File: src/rtl/freq_disp_pkg.sv
// Shared definitions for the frequency display formatter: unit codes, the blank
// digit code, range tests on the BCD result and the formatter FSM encoding.
package freq_disp_pkg;

  typedef enum logic [1:0] {
    UNIT_HZ  = 2'd0,
    UNIT_KHZ = 2'd1,
    UNIT_MHZ = 2'd2
  } unit_t;

  typedef enum logic [1:0] {
    ST_IDLE  = 2'd0,
    ST_SHIFT = 2'd1,
    ST_RANGE = 2'd2
  } fmt_state_t;

  localparam logic [3:0] BCD_BLANK = 4'hF;
  localparam int         BCD_W     = 32;

  localparam logic [2:0] DP_HZ  = 3'd0;
  localparam logic [2:0] DP_KHZ = 3'd3;
  localparam logic [2:0] DP_MHZ = 3'd4;

  // v >= 1,000,000 exactly when either of the top two digits is non-zero
  function automatic logic is_mhz(input logic [BCD_W-1:0] bcd);
    return bcd[31:24] != 8'd0;
  endfunction

  // v >= 1,000 (given v < 1,000,000) exactly when d5..d3 is non-zero
  function automatic logic is_khz(input logic [BCD_W-1:0] bcd);
    return bcd[23:12] != 12'd0;
  endfunction

endpackage

File: src/rtl/bin2bcd_seq.sv
// Sequential double-dabble: one bit per clock. done is high during the final
// shift cycle, so bcd holds the finished result from the following cycle on.
module bin2bcd_seq #(
  parameter int BIN_W  = 26,
  parameter int DIGITS = 8
) (
  input  logic                  clk,
  input  logic                  rst,
  input  logic                  start,
  input  logic [BIN_W-1:0]      bin,
  output logic                  busy,
  output logic                  done,
  output logic [4*DIGITS-1:0]   bcd
);

  localparam int              CNT_W    = $clog2(BIN_W);
  localparam logic [CNT_W-1:0] LAST_BIT = CNT_W'(BIN_W - 1);

  logic [BIN_W-1:0]    shift_reg;
  logic [4*DIGITS-1:0] bcd_reg;
  logic [4*DIGITS-1:0] bcd_adj;
  logic [CNT_W-1:0]    bit_cnt_reg;
  logic                busy_reg;

  for (genvar gi = 0; gi < DIGITS; gi++) begin : g_adj
    assign bcd_adj[4*gi +: 4] = (bcd_reg[4*gi +: 4] >= 4'd5) ?
                                bcd_reg[4*gi +: 4] + 4'd3 : bcd_reg[4*gi +: 4];
  end

  assign done = busy_reg && (bit_cnt_reg == LAST_BIT);
  assign busy = busy_reg;
  assign bcd  = bcd_reg;

  always_ff @(posedge clk or posedge rst) begin
    if (rst) begin
      shift_reg   <= '0;
      bcd_reg     <= '0;
      bit_cnt_reg <= '0;
      busy_reg    <= 1'b0;
    end else if (start && !busy_reg) begin
      shift_reg   <= bin;
      bcd_reg     <= '0;
      bit_cnt_reg <= '0;
      busy_reg    <= 1'b1;
    end else if (busy_reg) begin
      {bcd_reg, shift_reg} <= {bcd_adj, shift_reg} << 1;
      bit_cnt_reg          <= bit_cnt_reg + CNT_W'(1);
      if (done) busy_reg <= 1'b0;
    end
  end

endmodule

File: src/rtl/freq_bcd_format.sv
// Converts the measured Hz value to BCD, auto-ranges to Hz/kHz/MHz and presents a
// 6-digit display word. Define FREQ_BCD_LZ_BLANK_EN to blank leading zeros.
module freq_bcd_format
  import freq_disp_pkg::*;
#(
  parameter int FREQ_W      = 26,
  parameter int BCD_DIGITS  = 8,
  parameter int DISP_DIGITS = 6
) (
  input  logic                     clk,
  input  logic                     rst,
  input  logic [FREQ_W-1:0]        freq_in,
  input  logic                     f_update,
  output logic [4*DISP_DIGITS-1:0] disp_bcd,
  output logic [2:0]               dp_pos,
  output logic [1:0]               unit,
  output logic                     disp_valid,
  output logic                     busy
);

  logic f_sync1_reg, f_sync2_reg, f_sync3_reg;
  logic rise;

  fmt_state_t                 state_reg;
  logic                       pending_reg;
  logic [4*DISP_DIGITS-1:0]   disp_bcd_reg;
  logic [2:0]                 dp_pos_reg;
  unit_t                      unit_reg;
  logic                       disp_valid_reg;
  logic                       busy_reg;

  logic                       conv_start;
  logic                       conv_busy;
  logic                       conv_done;
  logic [4*BCD_DIGITS-1:0]    conv_bcd;

  unit_t                      range_unit;
  logic [2:0]                 range_dp;
  logic [4*DISP_DIGITS-1:0]   range_digits;
  logic [4*DISP_DIGITS-1:0]   disp_word;

  always_ff @(posedge clk or posedge rst) begin
    if (rst) begin
      f_sync1_reg <= 1'b0;
      f_sync2_reg <= 1'b0;
      f_sync3_reg <= 1'b0;
    end else begin
      f_sync1_reg <= f_update;
      f_sync2_reg <= f_sync1_reg;
      f_sync3_reg <= f_sync2_reg;
    end
  end

  assign rise       = f_sync2_reg & ~f_sync3_reg;
  assign conv_start = (state_reg == ST_IDLE) && (rise || pending_reg) && !conv_busy;

  bin2bcd_seq #(
    .BIN_W  (FREQ_W),
    .DIGITS (BCD_DIGITS)
  ) u_bin2bcd (
    .clk   (clk),
    .rst   (rst),
    .start (conv_start),
    .bin   (freq_in),
    .busy  (conv_busy),
    .done  (conv_done),
    .bcd   (conv_bcd)
  );

  always_comb begin
    range_unit   = UNIT_HZ;
    range_dp     = DP_HZ;
    range_digits = conv_bcd[23:0];
    if (is_mhz(conv_bcd)) begin
      range_unit   = UNIT_MHZ;
      range_dp     = DP_MHZ;
      range_digits = conv_bcd[31:8];
    end else if (is_khz(conv_bcd)) begin
      range_unit = UNIT_KHZ;
      range_dp   = DP_KHZ;
    end
  end

`ifdef FREQ_BCD_LZ_BLANK_EN
  // zero_run[i]: digits DISP_DIGITS-1 down to i are all zero
  logic [DISP_DIGITS:0] zero_run;
  assign zero_run[DISP_DIGITS] = 1'b1;
  for (genvar gi = DISP_DIGITS - 1; gi >= 0; gi--) begin : g_blank
    assign zero_run[gi] = zero_run[gi+1] && (range_digits[4*gi +: 4] == 4'd0);
    assign disp_word[4*gi +: 4] = (zero_run[gi] && (3'(gi) > range_dp)) ?
                                  BCD_BLANK : range_digits[4*gi +: 4];
  end
`else
  assign disp_word = range_digits;
`endif

  always_ff @(posedge clk or posedge rst) begin
    if (rst) begin
      state_reg      <= ST_IDLE;
      pending_reg    <= 1'b0;
      disp_bcd_reg   <= '0;
      dp_pos_reg     <= 3'd0;
      unit_reg       <= UNIT_HZ;
      disp_valid_reg <= 1'b0;
      busy_reg       <= 1'b0;
    end else begin
      disp_valid_reg <= 1'b0;
      case (state_reg)
        ST_IDLE: begin
          if (conv_start) begin
            pending_reg <= 1'b0;
            busy_reg    <= 1'b1;
            state_reg   <= ST_SHIFT;
          end
        end
        ST_SHIFT: begin
          if (rise) pending_reg <= 1'b1;
          if (conv_done) state_reg <= ST_RANGE;
        end
        ST_RANGE: begin
          if (rise) pending_reg <= 1'b1;
          disp_bcd_reg   <= disp_word;
          dp_pos_reg     <= range_dp;
          unit_reg       <= range_unit;
          disp_valid_reg <= 1'b1;
          busy_reg       <= 1'b0;
          state_reg      <= ST_IDLE;
        end
        default: state_reg <= ST_IDLE;
      endcase
    end
  end

  assign disp_bcd   = disp_bcd_reg;
  assign dp_pos     = dp_pos_reg;
  assign unit       = unit_reg;
  assign disp_valid = disp_valid_reg;
  assign busy       = busy_reg;

endmodule

File: config.mk
export PLATFORM = sky130hd
export DESIGN_NAME = freq_bcd_format
export DESIGN_NICKNAME = d
export VERILOG_FILES = /design/src/rtl/freq_disp_pkg.sv /design/src/rtl/bin2bcd_seq.sv /design/src/rtl/freq_bcd_format.sv
export SDC_FILE = /design/constraint.sdc
export NUM_CORES = 1
export LEC_CHECK = 0
export BUFFER_PORTS_ARGS = -buffer_cell sky130_fd_sc_hd__buf_2
export CELL_PAD_IN_SITES_DETAIL_PLACEMENT = 0
export CELL_PAD_IN_SITES_GLOBAL_PLACEMENT = 1
export CORE_MARGIN = 2
export CORE_UTILIZATION = 40
export DETAILED_ROUTE_END_ITERATION = 8
export GPL_TIMING_DRIVEN = 0
export HOLD_SLACK_MARGIN = 0.06
export PLACE_DENSITY_LB_ADDON = 0.1
export SYNTH_ARGS = -nofsm -noshare
export SYNTH_HDL_FRONTEND = slang
export SYNTH_SLANG_ARGS = --single-unit
File: constraint.sdc
create_clock -name clk -period 4.1 [get_ports clk]
set_input_delay 0.41 -clock clk [delete_from_list [all_inputs] [get_ports clk]]
set_output_delay 0.41 -clock clk [all_outputs]
set_load 0.02 [all_outputs]
==> metrics.txt, run 1 <==
share of post-route cells with drive strength above 1=17.4%; vias in the first global route=3767; Vias=3642; root buffer cell=clkbuf_16; Slew headroom=56.5%; Worst Path Arrival=2140 ps; CP Data Required Time=4290 ps; Initial DRC Count=174; post-DR vias/cell=5.30; Yosys Warn Count=0; Post-Route WL=11500 microns; min Tclk post-route=1950 ps; run status=finished clean; Mapped Area=0.00489 sq mm; DR DRC count=0; clock slew at reported path FFs=60 ps; post-cts resize count=0; Fmax=0.514 GHz; Setup crit start kind=flop; CTS tree=done; Synth Register Bits=98; Final ANT Viol Nets=0; setup bufs post-CTS=0; GRT Residual Overflow=0; Final Instance Area=0.00565 sq mm; CP cell instances=inv_1 > ha_1 > clkbuf_1 > clkbuf_1 > a31oi_1; Cell Area, Placed=0.00540 sq mm; area grow syn2layout=15.6%; Reg2Reg Depth=5; IO Pins=60; routability cong.=0.788; clock sink count=98; final-report max-slew violation count=0; largest net degree at the start of global routing=69; Initial Util=40.8%; syn_nets=521; synth unique cells=38; Most common cell on crit path=clkbuf_1; Tcrit/Tclk final=47.5%; post-place setup slack=2090 ps; die height=115 microns; CP Class=reg -> reg; RSZ-0062 raised after global routing=false; die area=0.0131 sq mm; routed len/inst=16.7 microns; Worst path max stage delay=540 ps; Max VDD drop=279 uV; start of the worst register-to-register path=state_reg[0]; Worst-Skew Late Latency=340 ps; first-pass GRT wire length=19200 microns; Final TNS setup=0 ps; GRT Overall Usage=18.9%; initial antenna violation count=0; Lkg Pwr=2.89 nW; Bufs on Longest Clock Path=2; Max Cap Violations=0; Post-DP HPWL=8100 microns; class of the worst hold path=in -> async; CTS Buf Count=9; worst slew pin tran=653 ps; Avg Inst Size Synth=10.5 sq um; Final Total Pwr=0.00466 W; top cell type's share of synthesized area=50.2%; sequential area share after synthesis=50.2%; Fin. Hold Viols=0; core box area=0.0120 sq mm; Rows=40; Area contributors post-synth=dfrtp_1 (50%), a22o_1 (8.8%), ha_1 (6.7%); buffers added on ports=59; r2r setup slk=2150 ps; CP Max Fanout=10; CP endpoint kind=flop; clock skew=4.22 ps; slowest CP cell=clkbuf_1; post-route worst setup slack=2150 ps; die span in x=115 microns; hold_buf cts=0; Crit path buffers/inverters=3; Syn Inst Count=466; R2R Path End=disp_bcd[0]; nets@finish=592; first drt pass iteration count=4; Antenna Cells=0; Synth area leader=dfrtp_1; max reg flops=32; PwrDens=825 mW/mm^2; delay-heaviest family, CP=buffers and inverters; htree depth=3; Final setup viols=0
## how the worst max path moves through the flow
stage                       endpoint    startpoint  slack, ps  cells after the start
floorplan                       busy           rst       1130                      1
global route             disp_bcd[0]  state_reg[0]       1980                      5
finish                   disp_bcd[0]  state_reg[0]       2150                      5
CTS                      disp_bcd[0]  state_reg[0]       2080                      5
global placement    u_bin2bcd.bcd[9]           rst       -190                      2
detailed placement       disp_bcd[0]  state_reg[0]       2090                      5
## metal layers
metal / wire length, microns / up-vias / part of all wire, % / GRT usage, %
met5: 0 / - / 0 / 0
met4: 177 / 0 / 1.5 / 7.32
met3: 367 / 13 / 3.2 / 3.81
met2: 5560 / 60 / 48 / 32.3
met1: 5380 / 1781 / 47 / 23.5
li1: - / 1788 / - / -
## metrics by stage
step	hold WS (ps)	util [%]	cells
after floorplan	331	-	466
after global placement	335	44.9	672
after detailed placement	341	45.1	673
after CTS	74.9	47.2	687
after global routing	104	47.2	687
final	65.3	47.2	687
## where the power goes
part           internal [W]  switching, W
Sequential          0.00139      0.000401
Combinational      0.000962       0.00114
Clock              0.000423      0.000348
Total               0.00277       0.00189
## cells in the mapped netlist
cell       number
nor2_1         26
mux2_2          3
a31oi_1        20
xor2_1          2
o2bb2ai_1       7
nor4b_2         1
nand3_1         1
nand4_1         3
buf_2           8
o21ba_2         2
buf_6           1
nand3b_1        3
ha_1           26
clkbuf_2        1
nor3_1          2
a21o_1         27
o21ai_0        16
xnor2_1         8
and3b_1         1
a22o_1         49
a21oi_1        26
o22ai_1         1
dfrtp_1        98
a211o_1         2
nor3b_1         6
nor4_1          1
nor2_2          1
nor2b_1         3
nor4b_1         3
clkbuf_1       16
buf_4           4
and3_1          2
mux2i_1         8
inv_1          22
o21a_1          2
nand2_1        48
buf_8           2
nand2b_1       14
## cell type report
cell class / count / area [sq um]
fill: 1160 / 6310
sequential: 98 / 2450
multi-input combinational: 314 / 2170
timing repair buffer: 60 / 323
clock buffer: 14 / 254
tap: 147 / 184
buffer: 32 / 176
inverter: 22 / 85.1
## logic make-up (layout without fill, tap and decap cells)
family          Yosys count  after routing  share of synthesized area (%)
flops                    98             98                           50.2
xor+xnor                 10             10                           1.79
fa+ha+maj                26             26                           6.66
compound gates          152            152                           22.3
simple gates            115            115                           11.5
buf+inv                  54            128                           5.30
mux                      11             11                           2.33
## placed cells by master, fill, tap and decap left out, types with 2 or more instances in the layout
| master | instances |
|---|---|
| a211o_1 | 2 |
| a21o_1 | 27 |
| a21oi_1 | 26 |
| a22o_1 | 49 |
| a31oi_1 | 20 |
| and3_1 | 2 |
| buf_2 | 67 |
| buf_4 | 4 |
| buf_8 | 2 |
| clkbuf_1 | 20 |
| clkbuf_16 | 9 |
| dfrtp_1 | 98 |
| ha_1 | 26 |
| inv_1 | 21 |
| mux2_2 | 3 |
| mux2i_1 | 8 |
| nand2_1 | 48 |
| nand2b_1 | 14 |
| nand3b_1 | 3 |
| nand4_1 | 3 |
| nor2_1 | 26 |
| nor2b_1 | 3 |
| nor3_1 | 2 |
| nor3b_1 | 6 |
| nor4b_1 | 3 |
| o21a_1 | 2 |
| o21ai_0 | 16 |
| o21ba_2 | 2 |
| o2bb2ai_1 | 7 |
| xnor2_1 | 8 |
| xor2_1 | 2 |
Power figures use the tool's default switching activity.
==> run 2: changes to the inputs <==
==> constraint.sdc (replaced) <==
create_clock -name clk -period 1.8 [get_ports clk]
set_input_delay 0.18 -clock clk [delete_from_list [all_inputs] [get_ports clk]]
set_output_delay 0.18 -clock clk [all_outputs]
set_load 0.02 [all_outputs]
==> run 2 against run 1 <==
First-iteration DRC count shrank 20%. Global-route usage increased by 0.29 points. Sequential cell count unchanged. Register-to-register slack worse by 2100 ps. Power rose by 130%. Hold slack gained 51 ps. Die area stayed put. Final area grew 3.3%. Clock skew up 0.92 ps. Core utilization increased by 1.6 points. Non-clock buffer count rose by 8. Critical endpoint is now disp_bcd[6]. Largest power group unchanged.
==> metrics.txt, run 2 (same netlist as run 1, synthesis figures left out) <==
run status=finished clean; area grow syn2layout=19.5%; clock skew=5.14 ps; die area=0.0131 sq mm; Fin. Hold Viols=0; Cell Area, Placed=0.00544 sq mm; clock slew at reported path FFs=70 ps; Final ANT Viol Nets=0; post-DR vias/cell=5.36; Initial Util=40.8%; max reg flops=32; Antenna Cells=0; final-report max-slew violation count=0; Post-Route WL=11700 microns; RSZ-0062 raised after global routing=true; commonest non-fill, non-tap cell in the layout=dfrtp_1; GRT Overall Usage=19.2%; Vias=3735; Setup crit start kind=flop; PwrDens=1860 mW/mm^2; class of the worst hold path=in -> reg; most frequent cells in the layout=dfrtp_1 (97), buf_2 (65), a22o_1 (49), nand2_1 (48), a21o_1 (27); Max Cap Violations=0; Post-DP HPWL=8400 microns; core box area=0.0120 sq mm; root buffer cell=clkbuf_16; Rows=40; vias in the first global route=3869; CTS tree=done; clock sink count=98; Lkg Pwr=2.99 nW; CTS Buf Count=9; largest net degree at the start of global routing=32; die span in x=115 microns; first-pass GRT wire length=19300 microns; DR DRC count=0; CP Max Fanout=7; GRT Residual Overflow=0; IO Pins=60; nets@finish=600; worst slew pin tran=661 ps; min Tclk post-route=1720 ps; Tcrit/Tclk final=95.7%; Final TNS setup=0 ps; share of post-route cells with drive strength above 1=21.3%; first drt pass iteration count=4; Fmax=0.581 GHz; Bufs on Longest Clock Path=2; buffers added on ports=59; CP Class=reg -> reg; Worst Path Arrival=1990 ps; Initial DRC Count=140; Slew headroom=56.0%; routed len/inst=16.7 microns; Final setup viols=0; Max VDD drop=721 uV; htree depth=3; CP Data Required Time=2070 ps; Worst-Skew Late Latency=350 ps; CP endpoint kind=flop; initial antenna violation count=0; routability cong.=0.787; die height=115 microns; Final Instance Area=0.00584 sq mm
==> run 2: cell types whose count changed in the layout (fill, tap and decap cells not counted), sizes merged <==
cell,delta
clkinv,+2
inv,-1
clkinvlp,+1
dlygate4sd3,+3
buf,+4
clkbuf,+1
==> run 2: area by class of cell <==
class,instances,area [sq um]
buffer,30,184
clock buffer,14,274
clock inverter,2,10.0
fill,1125,6120
inverter,22,86.3
multi-input combinational,314,2200
sequential,98,2450
tap,147,184
timing repair buffer,70,448
==> run 2: final timing paths <==
path,start,to,slack [ps],cells past startpoint
max in group asynchronous,rst,u_bin2bcd.bcd[28],640,5
min in group asynchronous,rst,u_bin2bcd.bcd[26],450,3
worst min-delay path,freq_in[25],u_bin2bcd.shift_reg[25],120,3
worst min register to register,f_sync1_reg,f_sync2_reg,350,0
worst max register to register,u_bin2bcd.bcd[28],disp_bcd[6],80,8
worst max-delay path,u_bin2bcd.bcd[28],disp_bcd[6],80,8
==> run 2: through the flow <==
| step | std cells | util, % | setup slack [ps] | power, W | hold slack [ps] |
|---|---|---|---|---|---|
| after floorplan | 466 | - | 131 | 0.00754 | 211 |
| after global placement | 672 | 44.9 | -295 | 0.00876 | 291 |
| after detailed placement | 675 | 45.4 | -202 | 0.00894 | 290 |
| after CTS | 693 | 48.2 | 10.3 | 0.0109 | 100 |
| after global routing | 697 | 48.8 | -34.3 | 0.0118 | 125 |
| final | 697 | 48.8 | 77.9 | 0.0109 | 116 |
==> run 2: power breakdown <==
| part | leakage (nW) | switching (W) | internal, W | total, W |
|---|---|---|---|---|
| registers | 1.21 | 0.000924 | 0.00316 | 0.00409 |
| clock network | 0.143 | 0.000833 | 0.00105 | 0.00188 |
| logic | 1.63 | 0.00262 | 0.00229 | 0.00491 |
| total | 2.99 | 0.00438 | 0.00650 | 0.0109 |
==> run 2: worst max-delay path: stages (launching register included) <==
cell     delay (ps)
dfrtp_2         440
inv_2            70
ha_1            170
nor4b_4         210
and3b_1         200
buf_6           150
buf_8           120
nand2_1          90
a31oi_1         180
==> run 2: per-layer routing <==
layer,GRT usage (%),vias to the layer above,wire length [microns]
met3,3.55,12,422
met5,0,-,0
met2,32.4,73,5670
met4,8.29,0,206
li1,-,1807,-
met1,24.1,1843,5360
==> run 2: repair_timing <==
item | CTS | global route
setup endpoints to repair | 43 | 83
gates resized for setup | 11 | 6
buffers inserted | 0 | 4
gates cloned | 0 | 1
pin swaps | 0 | 5
hold buffers | 3 | 0
hold endpoints to repair | 26 | 0
